===== src/rtl/seq_stage_sequencer.sv =====
// -----------------------------------------------------------------------------
// seq_stage_sequencer
//   Multi-cycle control FSM for the SEQ Y86 core. Steps one instruction through
//   FETCH, DECODE, EXECUTE, MEMORY, WRITEBACK and PCUPD with exactly one stage
//   enable active at a time. It waits on the data-memory handshake (bounded by
//   MEM_TIMEOUT) and tracks processor status (1=AOK, 2=HLT, 3=ADR, 4=INS).
//
// Configuration macro: SEQ_PERF_CNT_EN
//   When defined, adds the CNT_W parameter plus the cycle_cnt/instr_cnt
//   performance counter outputs. When undefined, they do not exist.
//
// Ports
//   clk          in   clock, all state updates on posedge
//   rst_n        in   synchronous active-low reset
//   run          in   execute request, sampled in IDLE and at the end of PCUPD
//   icode[3:0]   in   fetched instruction code, sampled in FETCH
//   imem_error   in   instruction-fetch address error, sampled in FETCH
//   dmem_ack     in   data-memory access complete (1-cycle pulse)
//   dmem_error   in   data-memory address error, valid with dmem_ack
//   fetch_en, decode_en, exec_en, wb_en, pc_en  out  one-hot stage enables
//   dmem_req     out  data-memory request, high in MEMORY for memory icodes
//   icode_q[3:0] out  icode latched in FETCH
//   stat[2:0]    out  processor status
//   busy         out  high in every state except IDLE and HALT
//   cycle_cnt    out  (SEQ_PERF_CNT_EN) busy-cycle counter
//   instr_cnt    out  (SEQ_PERF_CNT_EN) retired-instruction counter
// -----------------------------------------------------------------------------
module seq_stage_sequencer #(
  parameter int MEM_TIMEOUT = 16
`ifdef SEQ_PERF_CNT_EN
  ,
  parameter int CNT_W = 32
`endif
) (
  input  logic             clk,
  input  logic             rst_n,
  input  logic             run,
  input  logic [3:0]       icode,
  input  logic             imem_error,
  input  logic             dmem_ack,
  input  logic             dmem_error,
  output logic             fetch_en,
  output logic             decode_en,
  output logic             exec_en,
  output logic             wb_en,
  output logic             pc_en,
  output logic             dmem_req,
  output logic [3:0]       icode_q,
  output logic [2:0]       stat,
  output logic             busy
`ifdef SEQ_PERF_CNT_EN
  ,
  output logic [CNT_W-1:0] cycle_cnt,
  output logic [CNT_W-1:0] instr_cnt
`endif
);

  localparam int               TMO_W    = $clog2(MEM_TIMEOUT + 1);
  localparam logic [TMO_W-1:0] TMO_LAST = TMO_W'(MEM_TIMEOUT - 1);
  localparam logic [TMO_W-1:0] TMO_ONE  = TMO_W'(1);
  localparam logic [TMO_W-1:0] TMO_MAX  = {TMO_W{1'b1}};

  localparam logic [2:0] STAT_AOK = 3'd1;
  localparam logic [2:0] STAT_HLT = 3'd2;
  localparam logic [2:0] STAT_ADR = 3'd3;
  localparam logic [2:0] STAT_INS = 3'd4;

  typedef enum logic [2:0] {
    S_IDLE   = 3'd0,
    S_FETCH  = 3'd1,
    S_DECODE = 3'd2,
    S_EXEC   = 3'd3,
    S_MEM    = 3'd4,
    S_WB     = 3'd5,
    S_PCUPD  = 3'd6,
    S_HALT   = 3'd7
  } state_t;

  state_t           r_state;
  logic [3:0]       r_icode_q;
  logic [2:0]       r_stat;
  logic [TMO_W-1:0] r_tmo;

  logic w_mem_op;
  logic w_fetch_en;
  logic w_decode_en;
  logic w_exec_en;
  logic w_wb_en;
  logic w_pc_en;
  logic w_dmem_req;
  logic w_busy;

  // Instructions that touch data memory: rmmovq, mrmovq, call, ret, pushq, popq.
  function automatic logic is_mem_icode(input logic [3:0] c);
    case (c)
      4'h4, 4'h5, 4'h8, 4'h9, 4'hA, 4'hB: is_mem_icode = 1'b1;
      default:                            is_mem_icode = 1'b0;
    endcase
  endfunction

  assign w_mem_op = is_mem_icode(r_icode_q);

  // Main sequencer: state, latched icode, status and memory-wait counter.
  always_ff @(posedge clk) begin
    if (!rst_n) begin
      r_state   <= S_IDLE;
      r_icode_q <= 4'h0;
      r_stat    <= STAT_AOK;
      r_tmo     <= {TMO_W{1'b0}};
    end else begin
      case (r_state)
        S_IDLE: begin
          if (run) r_state <= S_FETCH;
          else     r_state <= S_IDLE;
        end
        S_FETCH: begin
          r_icode_q <= icode;
          if (imem_error) begin
            r_stat  <= STAT_ADR;
            r_state <= S_HALT;
          end else if (icode > 4'hB) begin
            r_stat  <= STAT_INS;
            r_state <= S_HALT;
          end else begin
            r_state <= S_DECODE;
          end
        end
        S_DECODE: begin
          if (r_icode_q == 4'h0) begin
            r_stat  <= STAT_HLT;
            r_state <= S_HALT;
          end else begin
            r_state <= S_EXEC;
          end
        end
        S_EXEC: begin
          // Clear the wait counter so MEMORY always starts counting from zero.
          r_tmo   <= {TMO_W{1'b0}};
          r_state <= S_MEM;
        end
        S_MEM: begin
          if (!w_mem_op) begin
            r_state <= S_WB;
          end else if (dmem_ack) begin
            // An ack in the final allowed cycle still counts as on time.
            if (dmem_error) begin
              r_stat  <= STAT_ADR;
              r_state <= S_HALT;
            end else begin
              r_state <= S_WB;
            end
          end else if (r_tmo == TMO_LAST) begin
            r_stat  <= STAT_ADR;
            r_state <= S_HALT;
          end else begin
            if (r_tmo != TMO_MAX) r_tmo <= r_tmo + TMO_ONE;
            else                  r_tmo <= r_tmo;
          end
        end
        S_WB: begin
          r_state <= S_PCUPD;
        end
        S_PCUPD: begin
          if (run) r_state <= S_FETCH;
          else     r_state <= S_IDLE;
        end
        S_HALT: begin
          r_state <= S_HALT;
        end
        default: begin
          r_state <= S_IDLE;
        end
      endcase
    end
  end

  // Stage enables, memory request and busy decoded from the state register only.
  always_comb begin
    w_fetch_en  = 1'b0;
    w_decode_en = 1'b0;
    w_exec_en   = 1'b0;
    w_wb_en     = 1'b0;
    w_pc_en     = 1'b0;
    w_dmem_req  = 1'b0;
    w_busy      = 1'b1;
    case (r_state)
      S_IDLE:   w_busy      = 1'b0;
      S_FETCH:  w_fetch_en  = 1'b1;
      S_DECODE: w_decode_en = 1'b1;
      S_EXEC:   w_exec_en   = 1'b1;
      S_MEM:    w_dmem_req  = w_mem_op;
      S_WB:     w_wb_en     = 1'b1;
      S_PCUPD:  w_pc_en     = 1'b1;
      S_HALT:   w_busy      = 1'b0;
      default:  w_busy      = 1'b0;
    endcase
  end

  assign fetch_en  = w_fetch_en;
  assign decode_en = w_decode_en;
  assign exec_en   = w_exec_en;
  assign wb_en     = w_wb_en;
  assign pc_en     = w_pc_en;
  assign dmem_req  = w_dmem_req;
  assign busy      = w_busy;
  assign icode_q   = r_icode_q;
  assign stat      = r_stat;

`ifdef SEQ_PERF_CNT_EN
  logic [CNT_W-1:0] r_cycle_cnt;
  logic [CNT_W-1:0] r_instr_cnt;

  // Free-running performance counters; both wrap naturally.
  always_ff @(posedge clk) begin
    if (!rst_n) begin
      r_cycle_cnt <= {CNT_W{1'b0}};
      r_instr_cnt <= {CNT_W{1'b0}};
    end else begin
      if (w_busy)             r_cycle_cnt <= r_cycle_cnt + CNT_W'(1);
      else                    r_cycle_cnt <= r_cycle_cnt;
      if (r_state == S_PCUPD) r_instr_cnt <= r_instr_cnt + CNT_W'(1);
      else                    r_instr_cnt <= r_instr_cnt;
    end
  end

  assign cycle_cnt = r_cycle_cnt;
  assign instr_cnt = r_instr_cnt;
`endif

endmodule


===== config.mk =====
export PLATFORM = sky130hd
export DESIGN_NAME = seq_stage_sequencer
export DESIGN_NICKNAME = d
export VERILOG_FILES = /design/src/rtl/seq_stage_sequencer.sv
export SDC_FILE = /design/constraint.sdc
export NUM_CORES = 1
export LEC_CHECK = 0
export CAP_MARGIN = 20
export CORE_UTILIZATION = 50
export CTS_CLUSTER_SIZE = 24
export DETAILED_ROUTE_END_ITERATION = 7
export GPL_TIMING_DRIVEN = 0
export PLACE_DENSITY = 0.83
export SLEW_MARGIN = 5
export SYNTH_ARGS = -nofsm -noshare
export SYNTH_HDL_FRONTEND = slang
export SYNTH_SLANG_ARGS = --single-unit

===== constraint.sdc =====
create_clock -name clk -period 4.8 [get_ports clk]
set_input_delay 0.48 -clock clk [delete_from_list [all_inputs] [get_ports clk]]
set_output_delay 0.48 -clock clk [all_outputs]
set_load 0.005 [all_outputs]

== Yosys cells after proc, flatten, opt, wreduce, memory -nomap -nowiden ==
Cells that the tools add are included.

* $add $sub $neg: 1
* Multiply operators: 0
* Divide/modulo/power cells: 0
* Magnitude comparators: 1
* Equal/unequal tests: 24
* Shifts and indexed selects: 0
* Multiplexer cells: 30
* Bitwise gates (word level): 0
* Reductions and logical operators: 9

{| class="wikitable"
|+ Operator list
! operator !! number
|-
| $mux W3 || 13
|-
| $pmux W3 S7 || 1
|-
| $mux W5 || 4
|-
| $eq A4 B4 Y1 const B || 4
|-
| $eq A3 B3 Y1 const B || 4
|-
| $ne A2 B2 Y1 const B || 5
|-
| $pmux W5 S2 || 1
|-
| $mux W1 || 9
|-
| $ne A3 B3 Y1 const B || 3
|-
| $pmux W3 S3 || 1
|-
| $eq A4 B3 Y1 const B || 2
|-
| $eq A3 B2 Y1 const B || 2
|-
| $reduce_and A6 Y1 || 1
|-
| $reduce_or A6 Y1 || 1
|-
| $add A5 B1 Y5 const B || 1
|-
| $eq A5 B4 Y1 const B || 1
|-
| $ne A5 B5 Y1 const B || 1
|-
| $reduce_and A5 Y1 || 1
|-
| $gt A4 B4 Y1 const B || 1
|-
| $logic_not A4 Y1 || 1
|-
| $ne A4 B4 Y1 const B || 1
|-
| $reduce_or A2 Y1 || 2
|-
| $eq A3 B1 Y1 const B || 1
|-
| $logic_not A3 Y1 || 1
|-
| 3 further kinds || 3
|}

* Bits in registers: 15
* Bits in latches: 0
* Bits in writable memories: 0
* Memory bits (read-only): 0
* Output and inout bits: 14
* Logic and storage cells: 69
* Memories: 0

== Logic depth before layout (Yosys ltp) ==
* Depth in word-level cells: 6
* Gate-level depth with buffers: 7

== Worst setup path before layout ==
Ideal clock, no wire load.

* Kind: register -> register
* Start: register r_tmo[0]
* End: register r_tmo[0]
* Library setup time: 123 ps
* Arrival time: 1783 ps
* Path slack: 2894 ps
* Cell stages (with the launch flop): 8
* Period minus slack after synthesis: 1906 ps
* Cells stage by stage: dfxtp_1 ha_1 and3_1 ha_1 nor4b_1 nor2_1 a21oi_2 mux2_1

* Cells in the longest elaborated chain, start to end: 6
* Elaborated cells between the ends (all ways): 11
* Classes of those cells: add/sub: 1; eq/ne: 4; mux: 5; reduce/logical: 1

{| class="wikitable"
|+ RTL lines
! element !! line !! source
|-
| start, declared || 82 || <nowiki>logic [TMO_W-1:0] r_tmo;</nowiki>
|-
| start signal, assigned || 109 || <nowiki>r_tmo <= {TMO_W{1'b0}};</nowiki>
|-
| start signal, assigned || 138 || <nowiki>r_tmo <= {TMO_W{1'b0}};</nowiki>
|-
| start signal, assigned || 156 || <nowiki>if (r_tmo != TMO_MAX) r_tmo <= r_tmo + TMO_ONE;</nowiki>
|-
| $add A5 B1 Y5 || 156 ||
|-
| $mux W5 || 156 ||
|-
| $mux W5 || 152 || <nowiki>end else if (r_tmo == TMO_LAST) begin</nowiki>
|-
| $mux W5 || 144 || <nowiki>end else if (dmem_ack) begin</nowiki>
|-
| $mux W5 || 142 || <nowiki>if (!w_mem_op) begin</nowiki>
|-
| $pmux W5 S2 || 111 || <nowiki>case (r_state)</nowiki>
|}

Parallel ways exist; a longest one is shown, timed or not. The select of a mux whose other input is x is not followed.
A chain may end at the register's enable or synchronous reset.

== Final worst setup path ==
* Start: register r_state[0]
* End: output port dmem_req

* Cells in the longest elaborated chain, start to end: 2

{| class="wikitable"
|+ RTL lines
! element !! line !! source
|-
| start, declared || 79 || <nowiki>state_t r_state;</nowiki>
|-
| start signal, assigned || 106 || <nowiki>r_state <= S_IDLE;</nowiki>
|-
| start signal, assigned || 113 || <nowiki>if (run) r_state <= S_FETCH;</nowiki>
|-
| start signal, assigned || 114 || <nowiki>else r_state <= S_IDLE;</nowiki>
|-
| $eq A3 B3 Y1 || 186 || <nowiki>case (r_state)</nowiki>
|-
| $mux W1 || 186 ||
|-
| end, declared || 47 || <nowiki>output logic dmem_req,</nowiki>
|}

No other way between the ends.

==> reports/metrics.csv <==
metric;value;unit
outcome;finished, final reports clean;
antenna_found_initial;0;
setup_viol;0;
drt-pass1-iter-count;4;
hold_viol_final;0;
cts_tree;built;
yosys_warnings;0;
post-cts-setup-buffers;0;
port_buffers;23;
fp.dieArea;2010;um^2
synth.avg_cell_area;9.080;um^2
critical_path_class;register to primary output;
cts.sinks;15;
power.total;589.6;uW
path_clk_slew;0.10;ns
num-fill-cells;145;
critPathRequiredTime;4.32;ns
grt_pass1_vias;726;
nets;142;
area_growth;31.38;%
drc_errors;0;
skew;0.01087;ns
reg2reg_slack;2.70;ns
cts_resized;0;
grt_pass1_wl;3.153;mm
p_leak;0.4754;nW
ir_drop;0.0003180;V
insertion_delay;0.30;ns
finalCritPeriodShare;52.62;%
start_util;53.12;%
netlist.area_leader.share;32.74;%
numCtsBuffers;3;
dpl_cell_area;1179;um^2
avgRoutedWirePerCell;12.32;um
vias;817;
fp.dieW;44.83;um
final_antenna_net_count;0;
crit_arrival;2.05;ns
clockBufferDepth;2;
cp_slowest_stage_delay;0.52;ns
synth_ff_type;dfxtp_1;
cp.buffers_inverters;2;
rows;15;
dpl.hpwl;1.438;mm
cts-hold-fix-buffers;0;
layout_min_cycle_time;2.526;ns
cp_cell_sequence;buf_2 > nor3b_4 > o21a_1 > clkdlybuf4s50_1;
synth_nets;114;
maxCapViolations;0;
cp-end-kind;primary output;
die_h;44.83;um
fin_tns_setup;0;ns
yosysTopAreaCell;dfxtp_1;
netlist_top_cells_area;dfxtp_1 (33%), mux2i_1 (9.8%), nor2_1 (4.5%);
max_freq;396.0;MHz
multi_input_area;555.5;um^2
grt_usage;21.82;%
routed_wl;1.885;mm
vias_per_cell;5.340;
cts.htree.levels;1;
synth.ff_latch_count;15;
finalInstanceArea;1205;um^2
synth_enable_flop_cells;0;
drv_slew;0;
drive_above_1_share;12.50;%
core;1727;um^2
gp_congestion;0.7940;
pwr_density_cell;489.4;nW/um^2
io_pins;24;
ys_async_sr_fraction;0;%
cts_root_buf;clkbuf_4;
worstSetupStartpointType;register;
syn_area;917.1;um^2
crit_family;buffers and inverters;
syn_inst;101;
hold_path_class;register to register;
rsz0062_at_grt;false;
cp_max_fo;10;
grt_max_degree;11;
yosysSeqAreaShare;32.74;%
grt.overflow.total;0;
worstMarginPinSlew;0.5002;ns
slew_headroom;66.61;%
critPathSlowestCell;clkdlybuf4s50_1;
drt_iter0_drc;8;
synth.distinct_cells;39;
seqCellArea;300.3;um^2
diodes;0;
-- layout make-up --
class	instances	share of cell area, %
repair buffers	23	19.11
plain buffers	5	2.908
multi-input cells	74	46.11
inverters	7	2.181
well taps	25	2.596
clock buffers	4	2.181
flip-flops and latches	15	24.92
-- final timing paths --
path	start	endpoint	cells after the start
max	r_state[0]$_SDFFE_PN0P_	dmem_req	4
min	r_tmo[3]$_SDFFE_PN0P_	r_tmo[3]$_SDFFE_PN0P_	2
max reg2reg	r_tmo[0]$_SDFFE_PN0P_	r_tmo[0]$_SDFFE_PN0P_	7
min reg2reg	r_tmo[3]$_SDFFE_PN0P_	r_tmo[3]$_SDFFE_PN0P_	2
-- Yosys cell counts, types with 2 or more instances --
master / instances
o21ai_1: 3
buf_6: 2
o21ai_0: 2
o21a_1: 2
nand3_1: 2
nor2_1: 11
inv_1: 5
inv_2: 2
or3_1: 2
nor3_1: 3
and3_1: 3
nor3b_4: 2
mux2i_1: 9
clkbuf_1: 2
dfxtp_1: 15
a211oi_1: 3
ha_1: 3
nand2_1: 5
a21oi_1: 3
a21o_1: 3
-- routing by layer --
layer / routed length [um] / share of wire (%) / global-route usage (%) / up-vias
met3: 55 / 2.9 / 3.600 / 6
li1: - / - / - / 417
met1: 902 / 48 / 28.08 / 378
met5: 0 / 0 / 0 / -
met4: 43 / 2.3 / 12.73 / 0
met2: 883 / 47 / 34.41 / 16
-- flip-flops by register name, summed over array words and instances (netlist names) --
| name | count |
|---|---|
| icode_q | 4 |
| r_tmo | 5 |
| r_state | 3 |
| stat | 3 |
-- cells by family (layout without fill, tap and decap cells) --
group                      count (synthesis)  in the layout  share of synthesized area, %
and+or+nand+nor                           38             38                         25.51
AOI/OAI and AO/OA                         22             22                         18.69
DFF                                       15             15                         32.74
buffers and inverters                     12             39                         6.685
muxes                                     11             11                         12.28
adders and majority gates                  3              3                         4.093
-- tightest hold or removal path, stage by stage, from the launching register on --
cell and delay (ns):
dfxtp_1 0.33, nand2_1 0.05, mux2i_1 0.05
-- placed cells by master (no fill, tap or decap), types with 2 or more instances in the layout --
cell type,synthesis,routed
mux2i_1,9,9
nor3_1,3,3
clkbuf_1,2,3
or3_1,2,2
dfxtp_1,15,15
buf_6,2,2
nand2_1,5,5
o21ai_0,2,2
nor2_1,11,11
and3_1,3,3
a21o_1,3,3
nor3b_4,2,2
nand3_1,2,2
a211oi_1,3,3
ha_1,3,3
clkdlybuf4s50_1,0,23
o21ai_1,3,3
a21oi_1,3,3
inv_1,5,5
inv_2,2,2
o21a_1,2,2
clkbuf_4,0,3
-- where the power goes --
| group | switching, mW | internal (mW) | leakage (nW) |
|---|---|---|---|
| Combinational | 0.156 | 0.180 | 0.338 |
| Sequential | 0.0220 | 0.156 | 0.122 |
| Clock | 0.0441 | 0.0324 | 0.0150 |
| Total | 0.222 | 0.368 | 0.475 |
-- per-stage QoR --
stage / hold slack (ns) / std cells / util, % / setup WS (ns)
5_1_grt: 0.4929 / 153 / 69.78 / 2.166
6_report: 0.4704 / 153 / 69.78 / 2.274
3_5_place_dp: 0.4580 / 149 / 68.26 / 2.608
2_1_floorplan: 0.4391 / 101 / - / 2.894
4_1_cts: 0.4735 / 153 / 69.78 / 2.269
3_3_place_gp: 0.4550 / 149 / 68.26 / 2.603
No activity file was read; power rests on OpenSTA's default activity.
